File: config.mk
export PLATFORM = sky130hd
export DESIGN_NAME = disk_ctrl
export DESIGN_NICKNAME = d
export VERILOG_FILES = /design/src/rtl/disk_ctrl.sv
export SDC_FILE = /design/constraint.sdc
export NUM_CORES = 1
export LEC_CHECK = 0
export CAP_MARGIN = 0
export CORE_ASPECT_RATIO = 1.2
export CORE_MARGIN = 3
export CORE_UTILIZATION = 47
export CTS_CLUSTER_DIAMETER = 150
export CTS_CLUSTER_SIZE = 24
export DETAILED_ROUTE_END_ITERATION = 7
export GPL_ROUTABILITY_DRIVEN = 0
export PLACE_DENSITY_LB_ADDON = 0.1
export SYNTH_ARGS = -nofsm -noshare
export SYNTH_HDL_FRONTEND = slang
export SYNTH_SLANG_ARGS = --single-unit
File: constraint.sdc
create_clock -name clk -period 6.2 [get_ports clk]
set_input_delay 1.86 -clock clk [delete_from_list [all_inputs] [get_ports clk]]
set_output_delay 1.86 -clock clk [all_outputs]
set_load 0.01 [all_outputs]
File: src/rtl/disk_ctrl.sv
// rtl/disk_ctrl.sv - DMA word mover between a RAM transfer port and a disk request port.
// Define DISK_CTRL_CHECKSUM_EN to build the running word-sum checksum; otherwise checksum is tied to 0.
module disk_ctrl #(
  parameter int DATA_WIDTH = 16,
  parameter int ADDR_WIDTH = 16
) (
  input  logic                  clk,
  input  logic                  rst_n,
  input  logic                  start,
  input  logic                  dir,
  input  logic [ADDR_WIDTH-1:0] ram_base,
  input  logic [ADDR_WIDTH-1:0] disk_base,
  input  logic [ADDR_WIDTH-1:0] len,
  input  logic [DATA_WIDTH-1:0] q_t,
  output logic [ADDR_WIDTH-1:0] addr_t,
  output logic [DATA_WIDTH-1:0] data_t,
  output logic                  tr,
  output logic                  ldd,
  output logic [ADDR_WIDTH-1:0] disk_addr,
  output logic                  disk_rd,
  output logic                  disk_wr,
  output logic [DATA_WIDTH-1:0] disk_wdata,
  input  logic [DATA_WIDTH-1:0] disk_rdata,
  input  logic                  disk_ready,
  output logic                  busy,
  output logic                  done,
  output logic [DATA_WIDTH-1:0] checksum
);

  typedef enum logic [2:0] {IDLE, DRD, RWR, RRD, DWR, FIN} state_t;

  state_t                  state, state_nx;
  logic [ADDR_WIDTH-1:0]   ram_ptr, disk_ptr, cnt;
  logic [DATA_WIDTH-1:0]   word_buf;
  logic                    load, advance, cap_en;
  logic [DATA_WIDTH-1:0]   cap_data;

  always_ff @(posedge clk or negedge rst_n) begin
    if (!rst_n) state <= IDLE;
    else        state <= state_nx;
  end

  // All outputs decode from state, so reset forces every strobe low without waiting for a clock.
  always_comb begin
    state_nx   = state;
    load       = 1'b0;
    advance    = 1'b0;
    cap_en     = 1'b0;
    cap_data   = '0;
    addr_t     = '0;
    data_t     = '0;
    tr         = 1'b0;
    disk_addr  = '0;
    disk_rd    = 1'b0;
    disk_wr    = 1'b0;
    disk_wdata = '0;
    busy       = 1'b1;
    done       = 1'b0;
    case (state)
      IDLE: begin
        busy = 1'b0;
        if (start) begin
          load = 1'b1;
          if (len == '0) state_nx = FIN;
          else           state_nx = dir ? RRD : DRD;
        end
      end
      DRD: begin
        disk_rd   = 1'b1;
        disk_addr = disk_ptr;
        if (disk_ready) begin
          cap_en   = 1'b1;
          cap_data = disk_rdata;
          state_nx = RWR;
        end
      end
      RWR: begin
        tr      = 1'b1;
        addr_t  = ram_ptr;
        data_t  = word_buf;
        advance = 1'b1;
      end
      RRD: begin
        addr_t   = ram_ptr;
        cap_en   = 1'b1;
        cap_data = q_t;
        state_nx = DWR;
      end
      DWR: begin
        disk_wr    = 1'b1;
        disk_addr  = disk_ptr;
        disk_wdata = word_buf;
        if (disk_ready) advance = 1'b1;
      end
      FIN: begin
        done     = 1'b1;
        state_nx = IDLE;
      end
      default: state_nx = IDLE;
    endcase
    if (advance) begin
      if (cnt == ADDR_WIDTH'(1)) state_nx = FIN;
      else                       state_nx = (state == RWR) ? DRD : RRD;
    end
  end

  assign ldd = busy;

  always_ff @(posedge clk or negedge rst_n) begin
    if (!rst_n) begin
      ram_ptr  <= '0;
      disk_ptr <= '0;
      cnt      <= '0;
      word_buf <= '0;
    end else begin
      if (load) begin
        ram_ptr  <= ram_base;
        disk_ptr <= disk_base;
        cnt      <= len;
      end else if (advance) begin
        ram_ptr  <= ram_ptr + ADDR_WIDTH'(1);
        disk_ptr <= disk_ptr + ADDR_WIDTH'(1);
        cnt      <= cnt - ADDR_WIDTH'(1);
      end
      if (cap_en) word_buf <= cap_data;
    end
  end

`ifdef DISK_CTRL_CHECKSUM_EN
  logic [DATA_WIDTH-1:0] sum_q;

  always_ff @(posedge clk or negedge rst_n) begin
    if (!rst_n)      sum_q <= '0;
    else if (load)   sum_q <= '0;
    else if (cap_en) sum_q <= sum_q + cap_data;
  end

  assign checksum = sum_q;
`else
  assign checksum = '0;
`endif

endmodule

==> impl_results.html, run 1 <==
<table>
<tr><th>Metric</th><th>Value</th></tr>
<tr><th colspan="2">Worst setup path</th></tr>
<tr><td>Arrival time reported for the critical path endpoint</td><td>2650 ps</td></tr>
<tr><td>Worst flop-to-flop path startpoint</td><td>state[1]</td></tr>
<tr><td>Worst R2R Setup Slack</td><td>3600 ps</td></tr>
<tr><td>Capturing element type of the critical path</td><td>output pin</td></tr>
<tr><td>Slowest cell on the critical path</td><td>nor2b_1</td></tr>
<tr><td>Reg2reg path depth</td><td>7</td></tr>
<tr><td>Crit-path max cell delay</td><td>790 ps</td></tr>
<tr><td>Element type at the critical path start</td><td>register</td></tr>
<tr><td>Setup CP Type</td><td>register to output pin</td></tr>
<tr><td>Required time at the worst-slack endpoint</td><td>4340 ps</td></tr>
<tr><td>Maximum fanout along the worst path</td><td>18</td></tr>
<tr><td>Crit path cell chain</td><td>nor2b_1 &gt; inv_1 &gt; nor2_1 &gt; clkdlybuf4s50_1</td></tr>
<tr><td>Reg2Reg Capture Point</td><td>ram_ptr[10]</td></tr>
<tr><th colspan="2">Routing</th></tr>
<tr><td>Number of nets with antenna violations after detailed routing</td><td>0</td></tr>
<tr><td>Initial detailed-routing violation count</td><td>234</td></tr>
<tr><td>DRC</td><td>0</td></tr>
<tr><td>Pre-Repair DR Iteration Count</td><td>5</td></tr>
<tr><td>Ratio of routed vias to standard cells</td><td>5.69</td></tr>
<tr><td>Post-detailed-routing wire length</td><td>12.1 mm</td></tr>
<tr><td>Via count</td><td>4249</td></tr>
<tr><td>DR WL/cell</td><td>16.2 microns</td></tr>
<tr><th colspan="2">Timing</th></tr>
<tr><td>Transition at the pin with the smallest max-transition slack</td><td>1140 ps</td></tr>
<tr><td>Count of endpoints failing hold in the final timing report</td><td>0</td></tr>
<tr><td>Worst clock skew on the final layout</td><td>9.19 ps</td></tr>
<tr><td>Max-slew violation total from the final report</td><td>0</td></tr>
<tr><td>Total Negative Setup Slacks</td><td>0 ps</td></tr>
<tr><td>Setup repair after global routing missed its margin</td><td>false</td></tr>
<tr><td>Peak Freq</td><td>0.222 GHz</td></tr>
<tr><td>Max-slew headroom at the worst pin</td><td>23.3%</td></tr>
<tr><td>Tcrit/Tclk final</td><td>72.7%</td></tr>
<tr><td>Clock period minus worst slack</td><td>4510 ps</td></tr>
<tr><td>Worst hold slack across all endpoints</td><td>520 ps</td></tr>
<tr><td>Setup slack of the critical path after layout</td><td>1690 ps</td></tr>
<tr><td>Number of setup violations in the final report</td><td>0</td></tr>
<tr><th colspan="2">Power and ir drop</th></tr>
<tr><td>IR Drop Worst-Case VDD</td><td>197 uV</td></tr>
<tr><td>Standby leakage power</td><td>2.45 nW</td></tr>
<tr><td>Cell area power density</td><td>425 nW/um^2</td></tr>
<tr><th colspan="2">Synth</th></tr>
<tr><td>Share of synthesized flip-flops with an asynchronous set or reset</td><td>100%</td></tr>
<tr><td>Sequential cell area fraction in the yosys report</td><td>40.0%</td></tr>
<tr><td>Cells taking the most area after synthesis</td><td>dfrtp_1 (40%), and2_1 (9.8%), nand2_1 (4.5%), a222oi_1 (3.8%), buf_4 (3.2%)</td></tr>
<tr><td>Average size of a mapped cell</td><td>8.61 sq um</td></tr>
<tr><td>Synthesized area</td><td>4190 sq um</td></tr>
<tr><td>Top post-synthesis cells by count</td><td>dfrtp_1 (67), and2_1 (66), nand2_1 (50)</td></tr>
<tr><td>Unique cell type count in the Yosys netlist</td><td>56</td></tr>
<tr><td>Most frequently used cell type in the post-synthesis netlist</td><td>dfrtp_1</td></tr>
<tr><td>Cells after synthesis</td><td>487</td></tr>
<tr><td>Primary FF master, synth</td><td>dfrtp_1</td></tr>
<tr><td>Post-synthesis cell type with the largest combined area</td><td>dfrtp_1</td></tr>
<tr><td>Fraction of synthesized cell area taken by the top area cell type</td><td>40.0%</td></tr>
<tr><td>Yosys Warn Count</td><td>0</td></tr>
<tr><td>Flip-flop and latch count after synthesis</td><td>67</td></tr>
<tr><td>Number of enable flip-flop cells after synthesis</td><td>0</td></tr>
<tr><th colspan="2">Placed design</th></tr>
<tr><td>IO buf count</td><td>154</td></tr>
<tr><td>Area post-placement</td><td>5730 sq um</td></tr>
<tr><td>HPWL reported at the end of detailed placement</td><td>8.79 mm</td></tr>
<tr><td>Placement Setup Slack</td><td>2050 ps</td></tr>
<tr><th colspan="2">GRT</th></tr>
<tr><td>Routing usage on met3</td><td>5.41%</td></tr>
<tr><td>First-pass GRT wire length</td><td>19.6 mm</td></tr>
<tr><td>Via count of the first global-routing pass</td><td>4156</td></tr>
<tr><td>GR Util met1</td><td>30.3%</td></tr>
<tr><td>Final global-route overflow total</td><td>0</td></tr>
<tr><td>Most used routing layer</td><td>met2</td></tr>
<tr><td>Global router's overall resource usage</td><td>24.0%</td></tr>
<tr><td>Pin count of the biggest net entering global routing</td><td>68</td></tr>
<tr><td>Antenna violations before repair</td><td>0</td></tr>
<tr><td>Met2 Track Usage GR</td><td>39.5%</td></tr>
<tr><th colspan="2">Floorplanning</th></tr>
<tr><td>Std-Cell Rows</td><td>37</td></tr>
<tr><td>X dimension of the die</td><td>92.2 microns</td></tr>
<tr><td>Io pins</td><td>171</td></tr>
<tr><td>Area of the die</td><td>10100 sq um</td></tr>
<tr><td>Placeable core area</td><td>8610 sq um</td></tr>
<tr><td>DIE HEIGHT</td><td>109 microns</td></tr>
<tr><td>Initial Utilization</td><td>48.7%</td></tr>
<tr><th colspan="2">Clock network</th></tr>
<tr><td>Clock buffer count from CTS</td><td>9</td></tr>
<tr><td>Maximum buffer depth of the clock tree</td><td>2</td></tr>
<tr><td>PostCTS Resize Cnt</td><td>0</td></tr>
<tr><td>Cell at the root of the clock tree</td><td>clkbuf_8</td></tr>
<tr><td>Hold-fix buffers, CTS</td><td>0</td></tr>
<tr><td>Clock tree from TritonCTS</td><td>yes</td></tr>
<tr><td>Clock-pin slew on the worst setup and hold paths</td><td>70 ps</td></tr>
<tr><td>CTS H-tree depth</td><td>3</td></tr>
<tr><td>Number of sinks driven by the clock tree</td><td>67</td></tr>
<tr><td>Clk Latency, worst-skew pair</td><td>340 ps</td></tr>
<tr><td>Count of buffers added by post-CTS timing repair for setup</td><td>0</td></tr>
<tr><th colspan="2">Cells and area</th></tr>
<tr><td>Number of antenna diodes</td><td>0</td></tr>
<tr><td>Cell area after layout</td><td>5940 sq um</td></tr>
<tr><td>Number of inserted filler cells in the final layout</td><td>726</td></tr>
<tr><td>Layout cell share with drive strength beyond 1</td><td>5.24%</td></tr>
<tr><td>Post-synthesis to final-layout area growth</td><td>41.6%</td></tr>
<tr><td>Nets@finish</td><td>714</td></tr>
<tr><th colspan="2">Outcome</th></tr>
<tr><td>Result of the run</td><td>completed</td></tr>
<tr><th colspan="2">Job</th></tr>
<tr><td>Maxcap violations</td><td>0</td></tr>
<tr><th colspan="2">Hold path</th></tr>
<tr><td>Hold Path Origin</td><td>disk_ptr[5]</td></tr>
<tr><td>Hold Path Sink</td><td>disk_ptr[5]</td></tr>
<tr><td>Worst hold path depth</td><td>1</td></tr>
<tr><td>Class of the tightest hold or removal check</td><td>register to register</td></tr>
</table>
power by group:
group	switching (mW)	leakage [nW]	internal, mW	total, mW
clock network	0.169	0.108	0.217	0.386
logic	0.626	1.52	0.614	1.24
registers	0.256	0.826	0.642	0.899
worst max-delay path by stage:
| stage | startpoint | endpoint | slack [ps] |
|---|---|---|---|
| 3_3_place_gp | start | ram_ptr[9] | 2110 |
| 4_1_cts | state[1] | addr_t[8] | 1690 |
| 2_1_floorplan | state[0] | disk_wdata[10] | 2700 |
| 6_report | state[1] | addr_t[8] | 1690 |
| 3_5_place_dp | state[1] | addr_t[8] | 2050 |
| 5_1_grt | state[1] | addr_t[8] | 1430 |
cells in the final DEF (no fill, tap or decap), types with 6 or more instances in the layout:
cell,count
a222oi_1,16
nand2_1,50
inv_1,24
a31oi_1,9
or3_1,6
clkbuf_8,12
o211ai_1,9
a221o_1,7
nor3_1,6
clkdlybuf4s50_1,153
and3_1,8
and2_1,66
o311ai_0,9
o21ai_0,24
conb_1,16
nand4_1,12
nor2_1,27
nor4_1,8
dfrtp_1,67
a21oi_1,10
nand3_1,23
layout make-up:
class                      instances  area [sq um]  share of cell area [%]
clock buffer                      12           165                    2.78
tap                              117           146                    2.46
multi-input combinational        364          2240                    37.8
sequential                        67          1680                    28.2
clock inverter                     4          47.5                   0.801
timing repair buffer             158          1570                    26.4
inverter                          25          95.1                    1.60
per-stage QoR:
stage          std cells  power [mW]  util (%)
6_report             747        2.52      69.0
5_1_grt              747        2.72      69.0
4_1_cts              747        2.53      69.0
3_5_place_dp         731        2.14      66.5
3_3_place_gp         731        2.09      66.5
2_1_floorplan        502        1.63         -
kinds of logic after synthesis:
family | after synthesis | share of synthesized area, %
buf+inv | 71 | 8.23
flops | 67 | 40.0
xor+xnor | 10 | 2.09
compound gates | 106 | 18.5
other cells | 1 | 0.0894
fa+ha+maj | 4 | 1.19
simple gates | 228 | 30.0
critical path: cells and delay by family, from the launching register on:
| family | cells | cell delay (ps) |
|---|---|---|
| buf+inv | 2 | 700 |
| simple gates | 2 | 920 |
| flops | 1 | 680 |
sequential cells by signal, summed over array words and instances, names as in the netlist:
name,flops
cnt,16
ram_ptr,16
disk_ptr,16
word_buf,16
state,3
per-layer routing:
metal | vias up | wire length [microns] | share of wire (%)
met4 | 0 | 340 | 2.8
met1 | 2009 | 5000 | 41
met2 | 202 | 5750 | 48
met5 | - | 0 | 0
li1 | 2012 | - | -
met3 | 26 | 1010 | 8.4
No activity file was read; power rests on OpenSTA's default activity.
==> run 2: changes to the inputs <==
- CORE_UTILIZATION: 47 -> 44
- clock period: 6.2 -> 4.3 ns (I/O delays scaled with it)
==> run 2 against run 1 <==
  * Via count increased by 0.54%
  * Highest routed layer unchanged
  * Global-route usage down 0.12 points
  * Hold slack gained 7.4 ps
  * Core utilization shrank 3.6 points
  * Largest cell class unchanged
  * Die area grew 6.4%
==> impl_results.html, run 2 (synthesis results as in run 1) <==
<table>
<tr><th>Metric</th><th>Value</th></tr>
<tr><th colspan="2">Outcome</th></tr>
<tr><td>Result of the run</td><td>completed (unchanged)</td></tr>
<tr><th colspan="2">Hold path</th></tr>
<tr><td>Class of the tightest hold or removal check</td><td>register to register (unchanged)</td></tr>
<tr><th colspan="2">GRT</th></tr>
<tr><td>Final global-route overflow total</td><td>0 (unchanged)</td></tr>
<tr><td>First-pass GRT wire length</td><td>20.5 mm (was 19.6 mm)</td></tr>
<tr><td>Global router's overall resource usage</td><td>23.9% (was 24.0%)</td></tr>
<tr><td>Pin count of the biggest net entering global routing</td><td>52 (was 68)</td></tr>
<tr><td>Via count of the first global-routing pass</td><td>4383 (was 4156)</td></tr>
<tr><td>Antenna violations before repair</td><td>0 (unchanged)</td></tr>
<tr><th colspan="2">Worst setup path</th></tr>
<tr><td>Critical path origin</td><td>state[2] (was state[1])</td></tr>
<tr><td>Capturing element type of the critical path</td><td>output pin (unchanged)</td></tr>
<tr><td>Element type at the critical path start</td><td>register (unchanged)</td></tr>
<tr><td>Reg2reg path depth</td><td>7 (unchanged)</td></tr>
<tr><td>Required time at the worst-slack endpoint</td><td>3010 ps (was 4340 ps)</td></tr>
<tr><td>Reg2Reg Capture Point</td><td>ram_ptr[10] (unchanged)</td></tr>
<tr><td>Maximum fanout along the worst path</td><td>15 (was 18)</td></tr>
<tr><td>Arrival time reported for the critical path endpoint</td><td>2560 ps (was 2650 ps)</td></tr>
<tr><td>Worst flop-to-flop path startpoint</td><td>state[1] (unchanged)</td></tr>
<tr><td>Worst R2R Setup Slack</td><td>1770 ps (was 3600 ps)</td></tr>
<tr><td>Setup CP Type</td><td>register to output pin (unchanged)</td></tr>
<tr><td>Capture point of the worst path</td><td>disk_addr[6] (was addr_t[8])</td></tr>
<tr><th colspan="2">Routing</th></tr>
<tr><td>DRC</td><td>0 (unchanged)</td></tr>
<tr><td>Post-detailed-routing wire length</td><td>12.4 mm (was 12.1 mm)</td></tr>
<tr><td>Number of nets with antenna violations after detailed routing</td><td>0 (unchanged)</td></tr>
<tr><td>Ratio of routed vias to standard cells</td><td>5.65 (was 5.69)</td></tr>
<tr><td>Pre-Repair DR Iteration Count</td><td>5 (unchanged)</td></tr>
<tr><td>Via count</td><td>4272 (was 4249)</td></tr>
<tr><td>DR WL/cell</td><td>16.3 microns (was 16.2 microns)</td></tr>
<tr><td>Initial detailed-routing violation count</td><td>230 (was 234)</td></tr>
<tr><th colspan="2">Power and ir drop</th></tr>
<tr><td>Portion of total power attributed to the clock network</td><td>15.7% (was 15.3%)</td></tr>
<tr><td>IR Drop Worst-Case VDD</td><td>249 uV (was 197 uV)</td></tr>
<tr><td>Cell area power density</td><td>619 nW/um^2 (was 425 nW/um^2)</td></tr>
<tr><td>Net load switching power</td><td>1.53 mW (was 1.05 mW)</td></tr>
<tr><td>Switching power as a share of total power</td><td>41.3% (was 41.6%)</td></tr>
<tr><td>Internal Pwr Total</td><td>2.18 mW (was 1.47 mW)</td></tr>
<tr><td>Standby leakage power</td><td>2.49 nW (was 2.45 nW)</td></tr>
<tr><td>Portion of total power attributed to sequential cells</td><td>34.5% (was 35.6%)</td></tr>
<tr><td>Part of the total power dissipated in combinational logic</td><td>49.8% (was 49.1%)</td></tr>
<tr><th colspan="2">Placed design</th></tr>
<tr><td>Number of cells after detailed placement</td><td>741 (was 731)</td></tr>
<tr><td>IO buf count</td><td>154 (unchanged)</td></tr>
<tr><td>HPWL reported at the end of detailed placement</td><td>9.15 mm (was 8.79 mm)</td></tr>
<tr><td>Area post-placement</td><td>5780 sq um (was 5730 sq um)</td></tr>
<tr><th colspan="2">Floorplanning</th></tr>
<tr><td>Area of the die</td><td>10700 sq um (was 10100 sq um)</td></tr>
<tr><td>Placeable core area</td><td>9180 sq um (was 8610 sq um)</td></tr>
<tr><td>Initial Utilization</td><td>45.7% (was 48.7%)</td></tr>
<tr><td>DIE HEIGHT</td><td>113 microns (was 109 microns)</td></tr>
<tr><td>Std-Cell Rows</td><td>38 (was 37)</td></tr>
<tr><td>X dimension of the die</td><td>95.1 microns (was 92.2 microns)</td></tr>
<tr><td>Io pins</td><td>171 (unchanged)</td></tr>
<tr><th colspan="2">Clock network</th></tr>
<tr><td>Number of sinks driven by the clock tree</td><td>67 (unchanged)</td></tr>
<tr><td>Clock-pin slew on the worst setup and hold paths</td><td>70 ps (about the same)</td></tr>
<tr><td>Clk Latency, worst-skew pair</td><td>340 ps (about the same)</td></tr>
<tr><td>Cell at the root of the clock tree</td><td>clkbuf_8 (unchanged)</td></tr>
<tr><td>Hold-fix buffers, CTS</td><td>0 (unchanged)</td></tr>
<tr><td>Maximum buffer depth of the clock tree</td><td>2 (unchanged)</td></tr>
<tr><td>CTS H-tree depth</td><td>3 (unchanged)</td></tr>
<tr><td>PostCTS Resize Cnt</td><td>0 (unchanged)</td></tr>
<tr><td>Clock tree from TritonCTS</td><td>yes (unchanged)</td></tr>
<tr><td>Count of buffers added by post-CTS timing repair for setup</td><td>0 (unchanged)</td></tr>
<tr><td>Clock buffer count from CTS</td><td>9 (unchanged)</td></tr>
<tr><th colspan="2">Timing</th></tr>
<tr><td>Tcrit/Tclk final</td><td>89.6%</td></tr>
<tr><td>Max-slew violation total from the final report</td><td>0 (unchanged)</td></tr>
<tr><td>Total Negative Setup Slacks</td><td>0 ps (unchanged)</td></tr>
<tr><td>Clock period minus worst slack</td><td>3850 ps</td></tr>
<tr><td>Max-slew headroom at the worst pin</td><td>44.2% (was 23.3%)</td></tr>
<tr><td>Count of endpoints failing hold in the final timing report</td><td>0 (unchanged)</td></tr>
<tr><td>Transition at the pin with the smallest max-transition slack</td><td>830 ps (was 1140 ps)</td></tr>
<tr><td>Number of setup violations in the final report</td><td>0 (unchanged)</td></tr>
<tr><td>Worst clock skew on the final layout</td><td>11.1 ps (was 9.19 ps)</td></tr>
<tr><td>Peak Freq</td><td>0.260 GHz</td></tr>
<tr><td>Setup repair after global routing missed its margin</td><td>false (unchanged)</td></tr>
<tr><th colspan="2">Cells and area</th></tr>
<tr><td>Nets@finish</td><td>721 (was 714)</td></tr>
<tr><td>Combined area of the multi-input logic cells</td><td>2240 sq um (unchanged)</td></tr>
<tr><td>Number of inserted filler cells in the final layout</td><td>771 (was 726)</td></tr>
<tr><td>Final cell count without fillers</td><td>756 (was 747)</td></tr>
<tr><td>Cell area after layout</td><td>6000 sq um (was 5940 sq um)</td></tr>
<tr><td>Layout cell share with drive strength beyond 1</td><td>6.13% (was 5.24%)</td></tr>
<tr><td>Post-synthesis to final-layout area growth</td><td>43.0% (was 41.6%)</td></tr>
<tr><td>Commonest cells after routing, fill and taps aside</td><td>clkdlybuf4s50_1 (153), dfrtp_1 (67), and2_1 (66), nand2_1 (50), nor2_1 (27) (unchanged)</td></tr>
<tr><td>Commonest non-fill, non-tap cell in the layout</td><td>clkdlybuf4s50_1 (unchanged)</td></tr>
<tr><td>Number of antenna diodes</td><td>0 (unchanged)</td></tr>
<tr><td>Total area of sequential cells</td><td>1680 sq um (unchanged)</td></tr>
<tr><th colspan="2">Job</th></tr>
<tr><td>Maxcap violations</td><td>0 (unchanged)</td></tr>
</table>
[run 2: worst min path at each step]
| stage | startpoint | slack (ps) | depth (start not counted) | end |
|---|---|---|---|---|
| 3_3_place_gp | word_buf[14] | 500 | 2 | word_buf[14] |
| 6_report | word_buf[14] | 530 | 2 | word_buf[14] |
| 2_1_floorplan | word_buf[14] | 460 | 2 | word_buf[14] |
| 4_1_cts | word_buf[14] | 530 | 2 | word_buf[14] |
| 5_1_grt | word_buf[1] | 560 | 2 | word_buf[1] |
| 3_5_place_dp | word_buf[14] | 500 | 2 | word_buf[14] |
[run 2: layer usage]
| metal | routed length, microns | vias up | track usage (%) | share of wire, % |
|---|---|---|---|---|
| met2 | 6040 | 213 | 39.7 | 49 |
| met5 | 0 | - | 0 | 0 |
| met4 | 151 | 0 | 7.51 | 1.2 |
| li1 | - | 2032 | - | - |
| met1 | 5070 | 2015 | 30.3 | 41 |
| met3 | 1110 | 12 | 5.85 | 8.9 |
[run 2: critical path, stage by stage, from the launching register on]
cell and delay, ps:
dfrtp_1 640, xnor2_1 170, nor2_1 640, and2_1 240, clkdlybuf4s50_1 540
[run 2: power groups by stage]
stage                     sequential [mW]  clock [mW]  combinational (mW)
after floorplan                      1.15           0                1.20
after global placement               1.26           0                1.81
after detailed placement             1.27           0                1.87
after CTS                            1.28       0.589                1.87
after global routing                 1.34       0.619                2.07
final                                1.28       0.582                1.85
[run 2: layout make-up]
cell class,count,share of cell area (%)
Sequential cell,67,28.0
Tap cell,120,2.50
Inverter,25,1.59
Clock inverter,5,1.29
Timing Repair Buffer,165,27.0
Multi-Input combinational cell,364,37.4
Clock buffer,10,2.29
[run 2: per-stage QoR]
stage	total power, mW	hold WS (ps)	worst slack (ps)	util [%]
floorplan	2.35	462	1370	-
global placement	3.07	499	786	63.0
detailed placement	3.14	505	758	63.0
global route	4.03	564	219	65.4
CTS	3.73	530	448	65.4
finish	3.72	527	448	65.4
==> RTL edit 1 (config.mk and constraints of run 2) <==
`ADDR_WIDTH`: 16 -> 17.
--- a/src/rtl/disk_ctrl.sv
+++ b/src/rtl/disk_ctrl.sv
@@ -2,7 +2,7 @@
 // Define DISK_CTRL_CHECKSUM_EN to build the running word-sum checksum; otherwise checksum is tied to 0.
 module disk_ctrl #(
   parameter int DATA_WIDTH = 16,
-  parameter int ADDR_WIDTH = 16
+  parameter int ADDR_WIDTH = 17
 ) (
   input  logic                  clk,
   input  logic                  rst_n,
Interface: changed (5 resized); port bits go from 171 to 176. No check against the original RTL was run, so the function may have changed too.
==> RTL edit 1 against run 2 <==
- routed wire length increased by 4.6%
- setup slack improved by 0.20 ns
- highest routed layer unchanged
- cell count increased by 3.3%
- sequential cell count increased by 3
- cell area increased by 3.8%
- critical path type unchanged
- global-route usage decreased by 0.25 points
- fmax increased by 5.4%
- synthesized area increased by 3.5%
- via count increased by 2.8%
- power increased by 9.1%
==> RTL edit 1: results (changes against run 2) <==
[placement]
hpwl_mm=9.81  ; was 9.15 mm
placedCellCount=768  ; was 741
dpl-instance-area_mm2=0.00596  ; was 0.00578 mm2
dp_slack_ns=0.830  ; was 0.758 ns

[clock_network]
cts_root_buf=clkbuf_16  ; was clkbuf_8

[routing]
wire_per_inst_um=16.6  ; was 16.3 um
wl_mm=12.9  ; was 12.4 mm
drt-initial-drc-count=227  ; was 230
viasPerCell=5.62  ; was 5.65

[setup_path]
crit_path_end=disk_addr[1]  ; was disk_addr[6]
regToRegEndpoint=ram_ptr[15]  ; was ram_ptr[10]
regToRegSetupSlack_ns=1.72  ; was 1.77 ns

[global_routing]
grt_first_pass_wirelength_mm=21.7  ; was 20.5 mm
grt_max_degree=41  ; was 52
grt_use_total=0.236  ; was 0.239
first_global_vias=4431  ; was 4383

[synthesis]
synth-seq-area-share=0.404  ; was 0.400
synth_area_leaders=dfrtp_1 (40%), and2_1 (7.1%), nand2_1 (4.8%), a222oi_1 (3.7%), buf_4 (3.3%)  ; was dfrtp_1 (40%), and2_1 (9.8%), nand2_1 (4.5%), a222oi_1 (3.8%), buf_4 (3.2%)
ys_types=52  ; was 56

[timing]
fin_skew_ns=0.00502  ; was 0.0111 ns
layout_min_cycle_time_ns=3.65  ; was 3.85 ns

[status]
status=finished, final reports clean  ; unchanged

[pwr]
peakVddDrop_mv=0.292  ; was 0.249 mV

[die]
die_area_mm2=0.0111  ; was 0.0107 mm2

[final_layout]
drive_gt1_frac=0.0562  ; was 0.0613

RTL edit 1: cell types whose count changed after synthesis, sizes merged, moves of 4 or more:
cell | run 2 | this run
nand3 | 23 | 16
nand2 | 51 | 55
and3 | 8 | 21
nor3 | 6 | 18
nor2 | 28 | 36
o211ai | 9 | 14
a31oi | 9 | 2
and2 | 66 | 50
xnor2 | 5 | 10
RTL edit 1: power by group through the flow:
stage | clock network [mW] | registers [mW] | logic, mW
2_1_floorplan | 0 | 1.20 | 1.32
3_3_place_gp | 0 | 1.29 | 2.04
3_5_place_dp | 0 | 1.31 | 2.08
4_1_cts | 0.682 | 1.30 | 2.09
5_1_grt | 0.703 | 1.37 | 2.31
6_report | 0.668 | 1.31 | 2.07
RTL edit 1: area by class of cell:
class | count | share of cell area
multi-input cells | 379 | 0.368
repair buffers | 170 | 0.268
well taps | 123 | 0.0247
inverters | 26 | 0.0157
clock inverters | 2 | 0.00161
clock buffers | 11 | 0.0406
flip-flops and latches | 70 | 0.281
RTL edit 1: worst min path at each step:
| stage | from | to | slack [ns] | depth (start not counted) |
|---|---|---|---|---|
| after global placement | disk_ptr[16] | disk_ptr[16] | 0.47 | 1 |
| final | disk_ptr[16] | disk_ptr[16] | 0.49 | 1 |
| after global routing | disk_ptr[16] | disk_ptr[16] | 0.51 | 1 |
| after detailed placement | disk_ptr[16] | disk_ptr[16] | 0.48 | 1 |
| after floorplan | word_buf[0] | word_buf[0] | 0.46 | 2 |
| after CTS | disk_ptr[16] | disk_ptr[16] | 0.49 | 1 |
RTL edit 1: logic make-up after synthesis:
family | synth area share
compound gates | 0.174
simple gates | 0.293
fa+ha+maj | 0.0115
flops | 0.404
buf+inv | 0.0830
xor+xnor | 0.0343
other cells | 0.000864
RTL edit 1: critical path: stages (launching register included):
cell and delay [ns]:
dfrtp_1 0.54, xnor2_1 0.22, nor2_1 0.52, and2_1 0.23, clkdlybuf4s50_1 0.53
RTL edit 1: per-layer routing:
layer / up-vias / global-route usage / part of all wire
li1: 2101 / - / -
met1: 2085 / 0.301 / 0.42
met2: 182 / 0.413 / 0.50
met3: 24 / 0.0316 / 0.055
met4: 0 / 0.0871 / 0.021
met5: - / 0 / 0
RTL edit 1: stage by stage:
stage | power, mW | util
2_1_floorplan | 2.52 | -
3_3_place_gp | 3.34 | 0.623
3_5_place_dp | 3.39 | 0.623
4_1_cts | 4.07 | 0.651
5_1_grt | 4.38 | 0.651
6_report | 4.05 | 0.651
==> RTL edit 2 (settings of run 2) <==
Without the edit above. The 6 states of `state_t` get a one-hot encoding in 6 bits.
--- a/src/rtl/disk_ctrl.sv
+++ b/src/rtl/disk_ctrl.sv
@@ -27,7 +27,7 @@
   output logic [DATA_WIDTH-1:0] checksum
 );
 
-  typedef enum logic [2:0] {IDLE, DRD, RWR, RRD, DWR, FIN} state_t;
+  typedef enum logic [5:0] {IDLE = 6'b000001, DRD = 6'b000010, RWR = 6'b000100, RRD = 6'b001000, DWR = 6'b010000, FIN = 6'b100000} state_t;
 
   state_t                  state, state_nx;
   logic [ADDR_WIDTH-1:0]   ram_ptr, disk_ptr, cnt;
Check against the original RTL: no difference found for any inputs over 4 cycles, from zero or initial values and one cycle with rst_n low; so few cycles prove little.
==> RTL edit 2 against run 2 <==
- routed wire length is 5.7% higher
- setup slack worse by 0.17 ns
- power is 4.9% lower
- sequential share of layout area is 0.21 points higher
- critical endpoint is now addr_t[1]
- sequential cell count is 3 higher
- largest power group unchanged
- register-to-register slack worse by 0.15 ns
- clock skew is 0.0064 ns lower
- cell area is 3.8% higher
- synthesized area is 3.7% higher
- cell count is 2.4% higher
==> RTL edit 2: results (changes against run 2) <==
[setup_path]
crit_arrival_ns=2.73  ; was 2.56 ns
reg2reg_from=state[0]  ; was state[1]
regToRegEndpoint=disk_ptr[0]  ; was ram_ptr[10]
regToRegSetupSlack_ns=1.62  ; was 1.77 ns
cp_max_fo=16  ; was 15

[global_routing]
grt_use_total=0.232  ; was 0.239
antenna_found_initial=0  ; unchanged
first_global_vias=4216  ; was 4383
grt_first_pass_wirelength_mm=20.9  ; was 20.5 mm
grt_max_degree=50  ; was 52

[final_layout]
layout.nets=736  ; was 721
drive_gt1_frac=0.0645  ; was 0.0613

[synthesis]
synth_compound_area_frac=0.203  ; was 0.185
synth_common_cells=dfrtp_1 (69), nand2_1 (65), and2_1 (48)  ; was dfrtp_1 (67), and2_1 (66), nand2_1 (50)
synth.area.mux_share=0.00259  ; was 0
synth_xor_area_frac=0.0222  ; was 0.0209
yosysTopAreaCellShare=0.397  ; was 0.400
synth-seq-area-share=0.403  ; was 0.400
synth_area_leaders=dfrtp_1 (40%), and2_1 (6.9%), nand2_1 (5.6%), nor2_1 (3.3%), buf_4 (3.1%)  ; was dfrtp_1 (40%), and2_1 (9.8%), nand2_1 (4.5%), a222oi_1 (3.8%), buf_4 (3.2%)
synthAdderAreaFrac=0.0115  ; was 0.0119
async_flop_share=1.00  ; unchanged

[hold_path]
holdPathEnd=word_buf[3]  ; was word_buf[14]
min_from=word_buf[3]  ; was word_buf[14]

[routing]
dr.pass1.iters=4  ; was 5
wl_met3_um=900  ; was 1.11 mm
vias=4362  ; was 4272
met1Wirelength_mm=5.28  ; was 5.07 mm
drt-initial-drc-count=270  ; was 230
wl_met2_mm=6.59  ; was 6.04 mm
wl_mm=13.1  ; was 12.4 mm

[clock_network]
clk_pin_slew_ns=0.05  ; was 0.07 ns
cts_root_buf=clkbuf_16  ; was clkbuf_8

[pwr]
p_leak_nw=2.53  ; was 2.49 nW
peakVddDrop_mv=0.269  ; was 0.249 mV

[placement]
hpwl_mm=9.42  ; was 9.15 mm

[status]
status=finished, final reports clean  ; unchanged

[timing]
fin_skew_ns=0.00471  ; was 0.0111 ns
slew_headroom=0.247  ; was 0.442

RTL edit 2: critical path, stage by stage (launching register included):
cell and delay (ns):
dfstp_2 0.57, nor4_2 0.05, nand3b_1 0.09, buf_4 0.20, inv_1 0.07, nor2_1 0.77, nor2b_1 0.12, clkdlybuf4s50_1 0.52
RTL edit 2: stage by stage:
stage / instance area, um2 / setup slack, ns / hold WS [ns] / util / cells
2_1_floorplan: 4410 / 1.34 / 0.451 / - / 517
3_3_place_gp: 5940 / 0.595 / 0.465 / 0.621 / 759
3_5_place_dp: 5940 / 0.547 / 0.469 / 0.621 / 759
4_1_cts: 6220 / 0.254 / 0.483 / 0.651 / 774
5_1_grt: 6220 / 0.0117 / 0.505 / 0.651 / 774
6_report: 6220 / 0.279 / 0.484 / 0.651 / 774
RTL edit 2: final cells by class:
cell class / instances / area, um2
clock buffer: 15 / 288
sequential: 70 / 1750
timing repair buffer: 165 / 1620
inverter: 12 / 45.0
tap: 123 / 154
multi-input combinational: 389 / 2370
fill: 829 / 3340
RTL edit 2: worst max path at each step:
stage                           endpoint  slack [ns]
after floorplan           disk_wdata[10]        1.34
after global placement       disk_ptr[0]        0.60
after detailed placement     disk_ptr[0]        0.55
after CTS                      addr_t[1]        0.25
after global routing           addr_t[1]        0.01
final                          addr_t[1]        0.28
RTL edit 2: per-layer routing:
layer / vias to the layer above / global-route usage
li1: 2082 / -
met1: 2085 / 0.276
met2: 170 / 0.405
met3: 25 / 0.0552
met4: 0 / 0.0927
met5: - / 0
RTL edit 2: where the power goes:
part           internal, mW  total (mW)  switching [mW]
Sequential            0.973        1.29           0.315
Clock                 0.451       0.713           0.263
Combinational         0.727        1.53           0.804
Total                  2.15        3.53            1.38
RTL edit 2: cells by family (layout without fill, tap and decap cells):
group           after synthesis  after routing
fa+ha+maj                     4              4
mux                           1              1
buf+inv                      58            192
compound gates              121            121
flops                        70             70
xor+xnor                     11             11
simple gates                236            236
other cells                   1             16
